$ cat config.mk
export PLATFORM = sky130hd
export DESIGN_NAME = dmem_arbiter
export DESIGN_NICKNAME = d
export VERILOG_FILES = /design/src/rtl/dmem_arb_pkg.sv /design/src/rtl/rr_arb2.sv /design/src/rtl/dmem_arbiter.sv
export SDC_FILE = /design/constraint.sdc
export NUM_CORES = 1
export LEC_CHECK = 0
export ABC_AREA = 1
export CORE_ASPECT_RATIO = 0.6
export CORE_MARGIN = 8
export CORE_UTILIZATION = 46
export CTS_CLUSTER_SIZE = 16
export DETAILED_ROUTE_END_ITERATION = 8
export PLACE_DENSITY = 0.95
export SLEW_MARGIN = 40
export SYNTH_ARGS = -nofsm -noshare
export SYNTH_HDL_FRONTEND = slang
export SYNTH_HIERARCHICAL = 1
export SYNTH_SLANG_ARGS = --single-unit
$ cat constraint.sdc
create_clock -name clk -period 2.5 [get_ports clk]
set_input_delay 0.5 -clock clk [delete_from_list [all_inputs] [get_ports clk]]
set_output_delay 0.5 -clock clk [all_outputs]
set_load 0.01 [all_outputs]
$ cat src/rtl/dmem_arb_pkg.sv
// Shared types for the data-memory arbiter: FSM states, requester ids and the
// latched memory command.
package dmem_arb_pkg;

   typedef enum logic [1:0] {
      StIdle,
      StIssue,
      StResp
   } state_e;

   localparam logic PORT_CORE = 1'b0;
   localparam logic PORT_LD   = 1'b1;

   // Command fields hold addresses/data up to this width.
   localparam int unsigned CmdAddrW = 32;
   localparam int unsigned CmdDataW = 32;

   typedef struct packed {
      logic                we;
      logic [CmdAddrW-1:0] addr;
      logic [CmdDataW-1:0] wdata;
   } cmd_t;

endpackage

$ cat src/rtl/rr_arb2.sv
// Two-way request picker: round-robin on ties when RR_EN is set, otherwise the
// core port always wins. The last-grant pointer starts on the loader port.
module rr_arb2
   import dmem_arb_pkg::*;
#(
   parameter bit RR_EN = 1'b1
) (
   input  logic       clk,
   input  logic       rst,
   input  logic [1:0] req_i,
   input  logic       take_i,
   output logic       gnt_valid_o,
   output logic       gnt_id_o
);

   logic last_q, last_d;

   always_comb begin
      gnt_valid_o = |req_i;
      unique case (req_i)
         2'b01:   gnt_id_o = PORT_CORE;
         2'b10:   gnt_id_o = PORT_LD;
         2'b11:   gnt_id_o = RR_EN ? ~last_q : PORT_CORE;
         default: gnt_id_o = PORT_CORE;
      endcase
      last_d = take_i ? gnt_id_o : last_q;
   end

   always_ff @(posedge clk) begin
      if (rst) begin
         last_q <= PORT_LD;
      end else begin
         last_q <= last_d;
      end
   end

endmodule

$ cat src/rtl/dmem_arbiter.sv
// Serialises core and loader accesses onto a single-port synchronous data
// memory: IDLE latches the winner's command, ISSUE strobes memory, RESP acks.
module dmem_arbiter
   import dmem_arb_pkg::*;
#(
   parameter int unsigned ADDR_W = 32,
   parameter int unsigned DATA_W = 32,
   parameter bit          RR_EN  = 1'b1
) (
   input  logic              clk,
   input  logic              rst,
   input  logic              core_req,
   input  logic              core_we,
   input  logic [ADDR_W-1:0] core_addr,
   input  logic [DATA_W-1:0] core_wdata,
   output logic              core_ack,
   output logic [DATA_W-1:0] core_rdata,
   output logic              core_stall,
   input  logic              ld_req,
   input  logic              ld_we,
   input  logic [ADDR_W-1:0] ld_addr,
   input  logic [DATA_W-1:0] ld_wdata,
   output logic              ld_ack,
   output logic [DATA_W-1:0] ld_rdata,
   output logic              mem_en,
   output logic              mem_we,
   output logic [ADDR_W-1:0] mem_addr,
   output logic [DATA_W-1:0] mem_wdata,
   input  logic [DATA_W-1:0] mem_rdata,
   output logic              busy
);

   state_e            state_q, state_d;
   cmd_t              cmd_q, cmd_d;
   logic              gid_q, gid_d;
   logic              mem_en_q, mem_en_d;
   logic              mem_we_q, mem_we_d;
   logic              core_ack_q, core_ack_d;
   logic              ld_ack_q, ld_ack_d;
   logic              busy_q, busy_d;
   logic [DATA_W-1:0] core_rdata_q, ld_rdata_q;
   logic              arb_valid, arb_id, arb_take;
   cmd_t              core_cmd, ld_cmd;

   assign arb_take = (state_q == StIdle) && arb_valid;

   rr_arb2 #(
      .RR_EN(RR_EN)
   ) u_rr_arb2 (
      .clk        (clk),
      .rst        (rst),
      .req_i      ({ld_req, core_req}),
      .take_i     (arb_take),
      .gnt_valid_o(arb_valid),
      .gnt_id_o   (arb_id)
   );

   always_comb begin
      core_cmd = '{we: core_we, addr: CmdAddrW'(core_addr), wdata: CmdDataW'(core_wdata)};
      ld_cmd   = '{we: ld_we, addr: CmdAddrW'(ld_addr), wdata: CmdDataW'(ld_wdata)};
   end

   always_comb begin
      state_d    = state_q;
      cmd_d      = cmd_q;
      gid_d      = gid_q;
      mem_en_d   = 1'b0;
      mem_we_d   = 1'b0;
      core_ack_d = 1'b0;
      ld_ack_d   = 1'b0;
      unique case (state_q)
         StIdle: begin
            if (arb_valid) begin
               cmd_d    = (arb_id == PORT_LD) ? ld_cmd : core_cmd;
               gid_d    = arb_id;
               mem_en_d = 1'b1;
               mem_we_d = cmd_d.we;
               state_d  = StIssue;
            end
         end
         StIssue: begin
            core_ack_d = (gid_q == PORT_CORE);
            ld_ack_d   = (gid_q == PORT_LD);
            state_d    = StResp;
         end
         StResp:  state_d = StIdle;
         default: state_d = StIdle;
      endcase
      busy_d = (state_d != StIdle);
   end

   // Memory data arrives in the ack cycle, so loads bypass it straight out and
   // the holding register keeps the value until the next load on that port.
   always_comb begin
      core_rdata = (core_ack_q && !cmd_q.we) ? mem_rdata : core_rdata_q;
      ld_rdata   = (ld_ack_q && !cmd_q.we) ? mem_rdata : ld_rdata_q;
   end

   always_ff @(posedge clk) begin
      if (rst) begin
         state_q      <= StIdle;
         cmd_q        <= '0;
         gid_q        <= 1'b0;
         mem_en_q     <= 1'b0;
         mem_we_q     <= 1'b0;
         core_ack_q   <= 1'b0;
         ld_ack_q     <= 1'b0;
         busy_q       <= 1'b0;
         core_rdata_q <= '0;
         ld_rdata_q   <= '0;
      end else begin
         state_q      <= state_d;
         cmd_q        <= cmd_d;
         gid_q        <= gid_d;
         mem_en_q     <= mem_en_d;
         mem_we_q     <= mem_we_d;
         core_ack_q   <= core_ack_d;
         ld_ack_q     <= ld_ack_d;
         busy_q       <= busy_d;
         core_rdata_q <= core_rdata;
         ld_rdata_q   <= ld_rdata;
      end
   end

   assign mem_en     = mem_en_q;
   assign mem_we     = mem_we_q;
   assign mem_addr   = ADDR_W'(cmd_q.addr);
   assign mem_wdata  = DATA_W'(cmd_q.wdata);
   assign core_ack   = core_ack_q;
   assign ld_ack     = ld_ack_q;
   assign busy       = busy_q;
   assign core_stall = core_req & ~core_ack_q;

endmodule
# [Yosys cells after proc, flatten, opt, wreduce, memory -nomap -nowiden]
# Cells that the tools add are included.
[word_totals] ff_bits=138 inputBits=166 wordCells=41
[classes] n_eq_ne=3 n_mux=7 bitwise=7 n_reduce_logical=11
[op_table] operator="2-to-1 mux 65 bit" count=1
[op_table] operator="2-to-1 mux 32 bit" count=2
[op_table] operator="NOT 1 bit" count=6
[op_table] operator="OR reduction 2 bit" count=3
[op_table] operator="== test 2 bit (second input constant)" count=2
[op_table] operator="one-hot mux 2 bit (2 select lines)" count=1
[op_table] operator="logical AND 1 bit" count=3
[op_table] operator="OR reduction 3 bit" count=1
[op_table] operator="== test 2 x 1 -> 1 bit (second input constant)" count=1
[op_table] operator="logical NOT 2 bit" count=1
[op_table] operator="2-to-1 mux 2 bit" count=1
[op_table] operator="one-hot mux 1 bit (2 select lines)" count=1
[op_table] operator="AND reduction 2 bit" count=1
[op_table] operator="nonzero test 2 bit" count=1
[op_table] operator="bitwise AND 1 bit" count=1
[op_table] operator="logical NOT 1 bit" count=1
[op_table] operator="2-to-1 mux 1 bit" count=1

# [Logic depth before layout (Yosys ltp)]
[logic_depth] word_depth=4 depth_mapped=8 ltp_nobuf=6

# [By module]
# Netlist, hierarchy kept.
[modules_own_cells] mod="dmem_arbiter" n_inst=1 cells_per_inst=1118 area_each_um2=6821.5 seq_area_each_um2=2742.6
[modules_own_cells] mod="rr_arb2" n_inst=1 cells_per_inst=8 area_each_um2=55.1 seq_area_each_um2=20.0

# [Least setup slack after synthesis]
# No wires, ideal clock.
[synth_path] path_type="register to output" startpoint="register core_ack_q, in the netlist core_ack" endpoint="output port core_rdata[10]" arrival_time_ns=0.980 t_required_ns=2.000 setup_slack_ns=1.020 stages_incl_launch_ff=5 path_buffers=1 path_cell_list="dfxtp_1 > nand2_2 > clkbuf_1 > o21ai_0 > inv_1"
[synth_via] elab_chain_len=2
[synth_rtl] item="start: declaration" line_no="dmem_arbiter.sv:38" text="logic core_ack_q, core_ack_d;"
[synth_rtl] item="start signal: assignment" line_no="dmem_arbiter.sv:117" text="core_ack_q <= core_ack_d;"
[synth_rtl] item="logical AND 1 bit" line_no="dmem_arbiter.sv:95" text="core_rdata = (core_ack_q && !cmd_q.we) ? mem_rdata : core_rdata_q;"
[synth_rtl] item="2-to-1 mux 32 bit" line_no="dmem_arbiter.sv:95"
[synth_rtl] item="end: declaration" line_no="dmem_arbiter.sv:17" text="output logic [DATA_W-1:0] core_rdata,"
# Every way passes these cells.

# [Final worst setup path]
[layout_path] startpoint="register cmd_q[64] in the netlist's numbering" endpoint="output port core_rdata[12]"
[layout_via] elab_chain_len=3
[layout_rtl] item="start: declaration" line_no="dmem_arbiter.sv:34" text="cmd_t cmd_q, cmd_d;"
[layout_rtl] item="start signal: assignment" line_no="dmem_arbiter.sv:113" text="cmd_q <= cmd_d;"
[layout_rtl] item="logical NOT 1 bit" line_no="dmem_arbiter.sv:95"
[layout_rtl] item="logical AND 1 bit" line_no="dmem_arbiter.sv:95"
[layout_rtl] item="2-to-1 mux 32 bit" line_no="dmem_arbiter.sv:95"
# Every way passes these cells.

==> results.cfg <==
[global_route]
grt_pass1_wl_um = 32090
grt_pass1_vias = 6413
track_usage = 0.2001
grt_max_degree = 70
antenna_found_initial = 0
overflow = 0

[logic_synthesis]
yosysUniqueCellTypes = 16
synth-async-reset-ratio = 0
syn_nets = 1292
synth_top_area_share = 0.4017
synth_enable_flop_cells = 0
synth_warnings = 6
ys_ff_latch = 138
synth_common_cells = nand2_1 (393), inv_1 (202), nor2_1 (200), dfxtp_1 (138), buf_4 (66)
yosys_most_used_dff = dfxtp_1
synthCells = 1126
yosys.area_share.simple = 0.3313
yosys.area.top_type = dfxtp_1
netlist_top_cells_area = dfxtp_1 (40%), nand2_1 (21%), inv_1 (11%)
synth_top_family_by_area = simple AND/OR/NAND/NOR gates
avgSynthCellArea_um2 = 6.107
yosysMostFrequentCell = nand2_1
synthAdderAreaFrac = 0
yosysSeqAreaShare = 0.4017
muxShareOfSynthArea = 0
synth-xor-area-share = 0
synth_compound_area_frac = 0.04840
syn-cell-area_um2 = 6877

[sta]
fin_crit_ns = 2.468
tightest_slew_ns = 0.6672
worst_slack_ns = 0.03232
finalSetupViolCount = 0
fmaxAchievable_ghz = 0.4052
slew_viol_final = 0
relSlewSlack = 0.5552
fin_worst_skew_ns = 0.01245
rsz0062_at_grt = yes
hold_viol = 0
fin_crit_sh = 0.9871

[routing]
route.detailed.drc = 0
wl_per_cell_um = 13.38
viasPerCell = 4.361
drtIter0Drc = 449
wl_um = 20750
dr.pass1.iters = 5
num_vias = 6759
ant_nets = 0

[clock_tree]
cts_buffer_depth = 2
postCtsSetupBuffers = 0
cts.sinks = 138
cts_root_buf = clkbuf_16
clkTransAtPathRegs_ns = 0.06
clkLatencyLatePin_ns = 0.40
cts_made_buffers = 17
ctsHoldBuffers = 0
htreeDepth = 4
cts_tree = built

[worst_setup_path]
r2r-end = mem_addr[20]
crit_fanout = 32
critPathLaunchType = flip-flop
end_kind = output port
worstPathRequired_ns = 2.00
reg2reg_from = u_rr_arb2/last_q
reg2reg_depth = 7
critPathArrivalTime_ns = 1.97
path_class = flip-flop to output port
r2r_setup_slack_ns = 0.95
crit_start = cmd_q[64]

[power_and_ir_drop]
internal-power_mw = 4.675
switching_power_mw = 1.821
leakagePower_nw = 5.705
swShare = 0.2803
pwr_density_cell_nw_per_um2 = 635.7
pwr-share-clk = 0.375
power_mw = 6.497
peakVddDrop_mv = 0.4078
p_seq_frac = 0.378
p_comb_frac = 0.246

[floorplan]
dieArea_um2 = 19250
initial_core_util = 0.4727
num_rows = 34
die_height_um = 110.7
ios = 300
die_w_um = 173.8
core_um2 = 14550

[finish]
nNetsFinal = 1505
syn_to_final_growth_pct = 48.62
layout-drive-gt1-share = 0.03920
nFillCells = 1206
n_antenna_cell = 0

[job]
drv_cap = 0

[placement]
pre_cts_slack_ns = 0.2161
globalplace.congestion = 0.7901
io_buffer_count = 299
dp_hpwl_um = 15250

[hold_path]
hp-class = flip-flop to flip-flop
hold_path_end = core_ack
min_from = gid_q
min_delay_path_depth = 1

[outcome]
status = complete, no violations
logic make-up (layout without fill, tap and decap cells):
group	count (synthesis)	after routing
compound gates	66	66
buf+inv	320	546
flops	138	138
simple gates	602	602
placed cells by master (no fill, tap or decap):
cell,instances
or2_1,1
o21ai_0,20
buf_6,1
clkinvlp_4,3
buf_12,6
nand3_1,3
o21ai_1,44
inv_2,2
inv_1,200
nor2_1,200
clkdlybuf4s50_1,282
dfxtp_1,137
nand2_4,2
nand2_1,393
nand2_2,1
bufinv_16,2
a21boi_4,1
buf_4,4
dlymetal6s2s_1,16
a21oi_1,1
buf_2,1
clkbuf_16,19
dfxtp_2,1
clkinv_2,2
clkinv_4,4
inv_6,2
clkbuf_1,2
nor2_2,2
state kept, by name, indices dropped and copies added (netlist names):
name / count
u_rr_arb2/last_q: 1
ld_rdata_q: 32
core_rdata_q: 32
mem_en: 1
ld_ack: 1
mem_addr: 32
state_q: 2
mem_wdata: 32
cmd_q: 1
mem_we: 1
busy: 1
gid_q: 1
core_ack: 1
power groups by stage:
stage / combinational [mW] / sequential, mW / clock, mW
after floorplan: 0.905 / 2.49 / 0
after global placement: 1.55 / 2.49 / 0
after detailed placement: 1.59 / 2.50 / 0
after CTS: 1.60 / 2.46 / 2.49
after global routing: 1.77 / 2.48 / 2.59
final: 1.60 / 2.46 / 2.44
final cells by class:
| cell class | instances | area, um^2 | share of cell area |
|---|---|---|---|
| Timing Repair Buffer | 312 | 3239 | 0.3170 |
| Sequential cell | 138 | 2764 | 0.2704 |
| Multi-Input combinational cell | 668 | 2633 | 0.2576 |
| Inverter | 202 | 758.2 | 0.07419 |
| Clock buffer | 19 | 432.9 | 0.04236 |
| Tap cell | 198 | 247.7 | 0.02424 |
| Clock inverter | 13 | 145.1 | 0.01420 |
per-layer routing:
metal  share of wire  global-route usage
met1            0.41              0.2216
met2            0.50              0.3608
met3           0.077             0.07347
met4           0.010             0.04368
met5               0                   0
worst max path at each step:
stage,endpoint,depth (start not counted),slack [ns]
2_1_floorplan,core_rdata[10],4,1.02
3_3_place_gp,core_stall,4,0.21
3_5_place_dp,core_rdata[12],4,0.22
4_1_cts,core_rdata[1],5,0.02
5_1_grt,ld_rdata[25],7,-0.06
6_report,core_rdata[12],7,0.03
critical path: stages, from the launching register on:
cell and delay [ns]:
dfxtp_1 0.31, inv_1 0.12, nand2_2 0.12, clkbuf_16 0.23, nand2_1 0.07, o21ai_1 0.09
inv_1 0.07, clkdlybuf4s50_1 0.55
metrics by stage:
stage / hold WS, ns / area (um^2) / setup TNS [ns] / utilization / instances
finish: 0.4475 / 10220 / 0 / 0.7024 / 1550
global route: 0.4764 / 10220 / -0.6396 / 0.7024 / 1550
CTS: 0.4453 / 10110 / 0 / 0.6950 / 1547
detailed placement: 0.4370 / 9534 / 0 / 0.6553 / 1515
global placement: 0.4211 / 9534 / 0 / 0.6553 / 1515
floorplan: 0.4136 / 6877 / 0 / - / 1126
what timing repair did:
action	4_1_cts	5_1_grt
endpoints found under the setup margin	1	55
gates cloned	0	3
resized for setup	1	61
Power figures use the tool's default switching activity.
